$ cat src/rtl/vga_scan_ctrl.sv
// vga_scan_ctrl: VGA raster timing, pixel-memory addressing and
// latency-matched sync/blank/colour output pipeline.
module vga_scan_ctrl #(
  parameter int H_ACTIVE = 640,
  parameter int H_FP     = 16,
  parameter int H_SYNC   = 96,
  parameter int H_BP     = 48,
  parameter int V_ACTIVE = 480,
  parameter int V_FP     = 10,
  parameter int V_SYNC   = 2,
  parameter int V_BP     = 33,
  parameter bit HS_POL   = 1'b0,
  parameter bit VS_POL   = 1'b0,
  parameter int RD_LAT   = 1,
  parameter int COLOR_W  = 8
) (
  input  logic                 clock,
  input  logic                 resetn,
  input  logic                 en,
  input  logic                 scale,
  output logic [9:0]           h_addr,
  output logic [9:0]           v_addr,
  output logic                 rd_en,
  input  logic [3*COLOR_W-1:0] rd_data,
  output logic                 hsync,
  output logic                 vsync,
  output logic                 valid,
  output logic [COLOR_W-1:0]   vga_r,
  output logic [COLOR_W-1:0]   vga_g,
  output logic [COLOR_W-1:0]   vga_b,
  output logic                 frame_start,
  output logic                 line_start
);

  localparam int H_TOTAL = H_ACTIVE + H_FP + H_SYNC + H_BP;
  localparam int V_TOTAL = V_ACTIVE + V_FP + V_SYNC + V_BP;
  localparam int HW = (H_TOTAL > 1) ? $clog2(H_TOTAL) : 1;
  localparam int VW = (V_TOTAL > 1) ? $clog2(V_TOTAL) : 1;

  localparam logic [31:0] HS_BEG = 32'(H_ACTIVE + H_FP);
  localparam logic [31:0] HS_END = 32'(H_ACTIVE + H_FP + H_SYNC);
  localparam logic [31:0] VS_BEG = 32'(V_ACTIVE + V_FP);
  localparam logic [31:0] VS_END = 32'(V_ACTIVE + V_FP + V_SYNC);
  localparam logic [31:0] H_ACT  = 32'(H_ACTIVE);
  localparam logic [31:0] V_ACT  = 32'(V_ACTIVE);

  if (RD_LAT < 0 || RD_LAT > 4 ||
      H_ACTIVE > 1024 || V_ACTIVE > 1024) begin : g_param_err
    $error("vga_scan_ctrl: illegal parameter set");
  end

  logic [HW-1:0] h_cnt;
  logic [VW-1:0] v_cnt;
  logic          h_last;
  logic          v_last;
  logic [31:0]   hx;
  logic [31:0]   vx;
  logic [31:0]   hx_s;
  logic [31:0]   vx_s;
  logic          scale_q;
  logic          act0;
  logic          hs0;
  logic          vs0;

  logic [RD_LAT:0] hs_p;
  logic [RD_LAT:0] vs_p;
  logic [RD_LAT:0] act_p;
  logic            act_mem;

  assign hx     = 32'(h_cnt);
  assign vx     = 32'(v_cnt);
  assign h_last = (hx == 32'(H_TOTAL - 1));
  assign v_last = (vx == 32'(V_TOTAL - 1));

  // Raster counters: horizontal wraps, vertical steps on each wrap.
  always_ff @(posedge clock or negedge resetn) begin
    if (!resetn) begin
      h_cnt <= '0;
      v_cnt <= '0;
    end else if (en) begin
      if (h_last) begin
        h_cnt <= '0;
        if (v_last) v_cnt <= '0;
        else        v_cnt <= v_cnt + VW'(1);
      end else begin
        h_cnt <= h_cnt + HW'(1);
      end
    end
  end

  // Scale mode is latched only at the frame wrap.
  always_ff @(posedge clock or negedge resetn) begin
    if (!resetn)
      scale_q <= 1'b0;
    else if (en && h_last && v_last)
      scale_q <= scale;
  end

  // Stage 0: visibility, sync levels and framebuffer address.
  always_comb begin
    act0   = (hx < H_ACT) && (vx < V_ACT);
    hs0    = (hx >= HS_BEG && hx < HS_END) ? HS_POL : ~HS_POL;
    vs0    = (vx >= VS_BEG && vx < VS_END) ? VS_POL : ~VS_POL;
    hx_s   = scale_q ? (hx >> 1) : hx;
    vx_s   = scale_q ? (vx >> 1) : vx;
    h_addr = act0 ? hx_s[9:0] : 10'd0;
    v_addr = act0 ? vx_s[9:0] : 10'd0;
  end

  // Strobes are masked by resetn so they drop as soon as reset asserts.
  always_comb begin
    rd_en       = act0 && en && resetn;
    frame_start = en && resetn && (hx == 32'd0) && (vx == 32'd0);
    line_start  = en && resetn && (hx == 32'd0) && (vx < V_ACT);
  end

  // Delay sync and blank to match memory latency plus colour register.
  always_ff @(posedge clock or negedge resetn) begin
    if (!resetn) begin
      hs_p  <= {(RD_LAT+1){~HS_POL}};
      vs_p  <= {(RD_LAT+1){~VS_POL}};
      act_p <= '0;
    end else if (en) begin
      hs_p[0]  <= hs0;
      vs_p[0]  <= vs0;
      act_p[0] <= act0;
      for (int i = 1; i <= RD_LAT; i++) begin
        hs_p[i]  <= hs_p[i-1];
        vs_p[i]  <= vs_p[i-1];
        act_p[i] <= act_p[i-1];
      end
    end
  end

  if (RD_LAT == 0) begin : g_lat0
    assign act_mem = act0;
  end else begin : g_latn
    assign act_mem = act_p[RD_LAT-1];
  end

  // Colour register: memory data when the matching pixel is visible.
  always_ff @(posedge clock or negedge resetn) begin
    if (!resetn) begin
      vga_r <= '0;
      vga_g <= '0;
      vga_b <= '0;
    end else if (en) begin
      if (act_mem) begin
        vga_r <= rd_data[3*COLOR_W-1:2*COLOR_W];
        vga_g <= rd_data[2*COLOR_W-1:COLOR_W];
        vga_b <= rd_data[COLOR_W-1:0];
      end else begin
        vga_r <= '0;
        vga_g <= '0;
        vga_b <= '0;
      end
    end
  end

  assign hsync = hs_p[RD_LAT];
  assign vsync = vs_p[RD_LAT];
  assign valid = act_p[RD_LAT];

endmodule

$ cat config.mk
export PLATFORM = sky130hd
export DESIGN_NAME = vga_scan_ctrl
export DESIGN_NICKNAME = d
export VERILOG_FILES = /design/src/rtl/vga_scan_ctrl.sv
export SDC_FILE = /design/constraint.sdc
export NUM_CORES = 1
export LEC_CHECK = 0
export CELL_PAD_IN_SITES_DETAIL_PLACEMENT = 0
export CELL_PAD_IN_SITES_GLOBAL_PLACEMENT = 1
export CORE_MARGIN = 8
export CORE_UTILIZATION = 35
export CTS_CLUSTER_DIAMETER = 50
export CTS_CLUSTER_SIZE = 10
export DETAILED_ROUTE_END_ITERATION = 10
export PLACE_DENSITY_LB_ADDON = 0.1
export SKIP_CTS_REPAIR_TIMING = 1
export SYNTH_ARGS = -nofsm -noshare
export SYNTH_HDL_FRONTEND = slang
export SYNTH_SLANG_ARGS = --single-unit
$ cat constraint.sdc
create_clock -name clock -period 2.3 [get_ports clock]
set_input_delay 0.46 -clock clock [delete_from_list [all_inputs] [get_ports clock]]
set_output_delay 0.46 -clock clock [all_outputs]
set_load 0.01 [all_outputs]
# Word level (Yosys, flattened, before mapping)
# Index checks and enable logic that the tools add are counted.
# totals
reg_bits,51
inputBits,28
output_inout_bits,50
word_cells,44
# classes
addsub,2
magnitude_cmp,6
eq_ne,2
muxes,11
reduce_logical,14
# ops
cell,n
logical NOT 32 bit,2
2-to-1 mux 10 bit,6
2-to-1 mux 8 bit,3
adder 10 x 1 -> 10 bit (second input constant),2
== test 10 bit (second input constant),2
less-than comparator 10 bit (second input constant),2
less-than comparator 10 x 9 -> 1 bit (second input constant),2
logical AND 1 bit,11
>= comparator 10 bit (second input constant),1
>= comparator 10 x 9 -> 1 bit (second input constant),1
2-to-1 mux 1 bit,2
AND reduction 2 bit,1

# Logic depth before layout (Yosys ltp)
# Gate-level depths: netlist (run 1).
# logic_depth
depth_word,4
depth_mapped,6
ltp_nobuf,6

# Worst setup path after synthesis (run 1)
# Ideal clock, no wire load.
# synth_timing
path_kind,flip-flop to output port
startpoint,register h_cnt[7]
endpoint,output h_addr[9]
t_arrival_ns,1.434
required_ns,1.840
path_slack_ns,0.406
path_stages_with_launch,7
n_path_buf,2
cell_sequence,dfrtp_1 clkbuf_1 nand3b_1 o211ai_1 a21o_1 clkbuf_1 nor3b_1
# synth_between
elab_chain_len,3
# synth_lines
element,line_no,text
from (decl),52,logic [HW-1:0] h_cnt;
from (signal assigned),86,h_cnt <= h_cnt + HW'(1);
less-than comparator 10 bit,101,act0 = (hx < H_ACT) && (vx < V_ACT);
logical AND 1 bit,101,
2-to-1 mux 10 bit,106,h_addr = act0 ? hx_s[9:0] : 10'd0;
to (decl),21,"output logic [9:0] h_addr,"
# No other way between the ends.

# Final worst setup path (run 1)
# layout_timing
startpoint,register scale_q
endpoint,output h_addr[8]
# layout_between
elab_chain_len,2
# layout_lines
element,line_no,text
from (decl),60,logic scale_q;
from (signal assigned),96,scale_q <= scale;
2-to-1 mux 10 bit,104,hx_s = scale_q ? (hx >> 1) : hx;
2-to-1 mux 10 bit,106,
# No other way between the ends.

==> metrics, run 1 <==
FF+latch count, synth 51; clock root buffer clkbuf_8; fmax 0.457 GHz; critical path endpoint category primary output; RSZ-0062 raised after global routing no; mapped cell area 2730 µm²; share of layout cells above drive strength 1 14.1%; DRT Pass-1 Iters 4; fin worst setup slack 0.110 ns; GPL Wtd Cong 0.828; Clk pin slew, worst setup/hold paths 0.10 ns; DP HPWL 5270 µm; largest net degree at the start of global routing 64; Buffers on Ports 76; Yosys cell types 43; maxcap violations 0; period utilisation layout 95.2%; Clk Latency, worst-skew pair 0.31 ns; vias per cell 4.74; sequential-to-total area share from yosys stat 46.9%; post-DR wirelength/cell 14.9 µm; CTS tree yes; antenna-violating nets left 0; Starting DRT DRC Count 81; run status finished, final reports clean; Worst Path Required 1.84 ns; Final Slew Violations 0; routed wire length 7330 µm; Max clock buf depth 2; ys flop type dfrtp_1; Final TNS setup 0 ns; Clock Sinks 51; H-tree levels 2; worst r2r src h_cnt[5]; grt ovf 0; filler cell count 745; vias in the first global route 2411; average instance area after synthesis 8.96 µm²; Ports 78; number of synthesized flops with an enable pin 0; PnR Total Power 1980 µW; DP Area 3670 µm²; total track usage 13.8%; Pleak 0.00188 µW; cell count of the worst reg-to-reg path 5; Synth async-reset ratio 100%; row count 32; Max transition margin 41.6%; Placeable Area 7650 µm²; R2R Setup Slk 0.25 ns; power per cell area 512 nW/µm²; Setup-failing EPs final 0; Gate Count Post-Synth 305; initial antenna violation count 0; Residual DRC 0; Synth Net Count 338; Num CTS Buffers 5; Worst-Margin Slew 0.876 ns; Crit Path Class reg -> out; initial core utilization 35.7%; chip width 104 µm; Final Cell Area 3870 µm²; Final nets 422; Yosys warning total 0; Hold Fails Final Rpt 0; Worst Path Max Fanout 10; die footprint 10900 µm²; first-pass GRT wire length 12400 µm; fin crit period 2.19 ns; Die Y 104 µm; Place WS 0.0523 ns; Layout Area Growth over Synthesis 41.8%; CP Launch Type flip-flop; crit path DAT 1.73 ns; Hold Crit Class in -> async; number of diodes 0; Max rail drop VDD 0.000316 V; vias 2331; skew final 0.00619 ns; worst r2r dst scale_q
==> layer usage <==
| layer | share of wire, % | GRT usage, % | vias up |
|---|---|---|---|
| li1 | - | - | 1194 |
| met1 | 46 | 17.1 | 1083 |
| met2 | 48 | 23.0 | 49 |
| met3 | 5.5 | 4.09 | 5 |
| met4 | 0.70 | 2.79 | 0 |
| met5 | 0 | 0 | - |
==> stage by stage <==
step	std cells	utilization (%)	hold WS, ns
floorplan	305	-	0.164
global placement	482	48.1	0.480
detailed placement	482	48.1	0.484
CTS	490	49.5	0.354
global route	492	50.6	0.371
finish	492	50.6	0.306
==> report_power, final <==
part / leakage [µW] / total [µW] / internal [µW] / switching [µW]
combinational: 0.00115 / 367 / 165 / 202
clock: 0.0000581 / 639 / 324 / 314
sequential: 0.000671 / 975 / 942 / 33.3
==> cell usage in the layout, fill, tap and decap left out, types with 3 or more instances in the layout <==
| cell | instances |
|---|---|
| a21oi_1 | 5 |
| o21ai_0 | 38 |
| nand2_1 | 14 |
| clkdlybuf4s50_1 | 53 |
| o31ai_1 | 3 |
| clkbuf_8 | 5 |
| nor2_1 | 31 |
| ha_1 | 5 |
| dlymetal6s2s_1 | 20 |
| dfrtp_1 | 47 |
| nor3_1 | 4 |
| buf_4 | 26 |
| dfstp_2 | 4 |
| inv_1 | 31 |
| mux2_2 | 4 |
| xor2_1 | 4 |
| mux2i_1 | 19 |
| nand3_1 | 35 |
| nor3_2 | 3 |
| xnor2_1 | 3 |
==> logic make-up (layout without fill, tap and decap cells) <==
family,count (synthesis),after routing,share of synthesized area [%]
adder cells (fa/ha/maj),5,5,2.29
AND/OR/NAND/NOR,107,107,20.2
AO/OA/AOI/OAI,54,54,10.9
other,1,1,0.137
flip-flops,51,51,46.9
XOR/XNOR,7,7,2.24
buffers and inverters,57,142,8.75
multiplexers,23,23,8.61
==> Yosys cell counts (3+ instances only) <==
master	number	area, µm²
a21oi_1	5	25.0
dfrtp_1	47	1180
xnor2_1	3	26.3
nand3_1	35	175
o31ai_1	3	22.5
mux2i_1	19	190
buf_1	4	15.0
clkbuf_1	14	52.6
nor2_1	31	116
inv_1	31	116
o21ai_0	38	190
xor2_1	4	35.0
nand2_1	14	52.6
ha_1	5	62.6
dfstp_2	4	105
mux2_2	4	45.0
buf_2	5	25.0
nor3_1	5	25.0
==> worst max-delay path by stage <==
| stage | startpoint | endpoint |
|---|---|---|
| finish | scale_q | h_addr[8] |
| global route | scale_q | h_addr[8] |
| CTS | h_cnt[7] | rd_en |
| detailed placement | h_cnt[7] | rd_en |
| global placement | v_cnt[5] | rd_en |
| floorplan | h_cnt[7] | h_addr[9] |
==> cell type report <==
| cell class | count | area (µm²) | area share [%] |
|---|---|---|---|
| inverter | 31 | 116 | 3.00 |
| timing repair buffer | 103 | 1010 | 26.1 |
| multi-input combinational | 197 | 1220 | 31.6 |
| tap | 102 | 128 | 3.30 |
| sequential | 51 | 1280 | 33.1 |
| clock inverter | 3 | 43.8 | 1.13 |
| clock buffer | 5 | 68.8 | 1.78 |
==> registers in the layout, summed over array words and instances (netlist names) <==
name and flops:
act_p 2, h_cnt 10, hs_p 2, scale_q 1
v_cnt 10, vga_b 8, vga_g 8, vga_r 8
vs_p 2
==> worst max-delay path: stages, from the launching register on <==
cell and delay, ns:
dfrtp_1 0.36, buf_4 0.21, nand2_1 0.07, nor2_1 0.08
a21oi_1 0.05, nor2_1 0.10, clkdlybuf4s50_1 0.55
Power figures use the tool's default switching activity.
==> inputs of run 2 (changes only) <==
--- a/config.mk
+++ b/config.mk
@@ -5,6 +5,7 @@
 export SDC_FILE = /design/constraint.sdc
 export NUM_CORES = 1
 export LEC_CHECK = 0
+export ABC_AREA = 0
 export CELL_PAD_IN_SITES_DETAIL_PLACEMENT = 0
 export CELL_PAD_IN_SITES_GLOBAL_PLACEMENT = 1
 export CORE_MARGIN = 8
@@ -12,6 +13,7 @@
 export CTS_CLUSTER_DIAMETER = 50
 export CTS_CLUSTER_SIZE = 10
 export DETAILED_ROUTE_END_ITERATION = 10
+export GPL_ROUTABILITY_DRIVEN = 0
 export PLACE_DENSITY_LB_ADDON = 0.1
 export SKIP_CTS_REPAIR_TIMING = 1
 export SYNTH_ARGS = -nofsm -noshare
==> results of run 2 <==
Same layout as run 1: the final DEF is identical, and so are final timing and power.
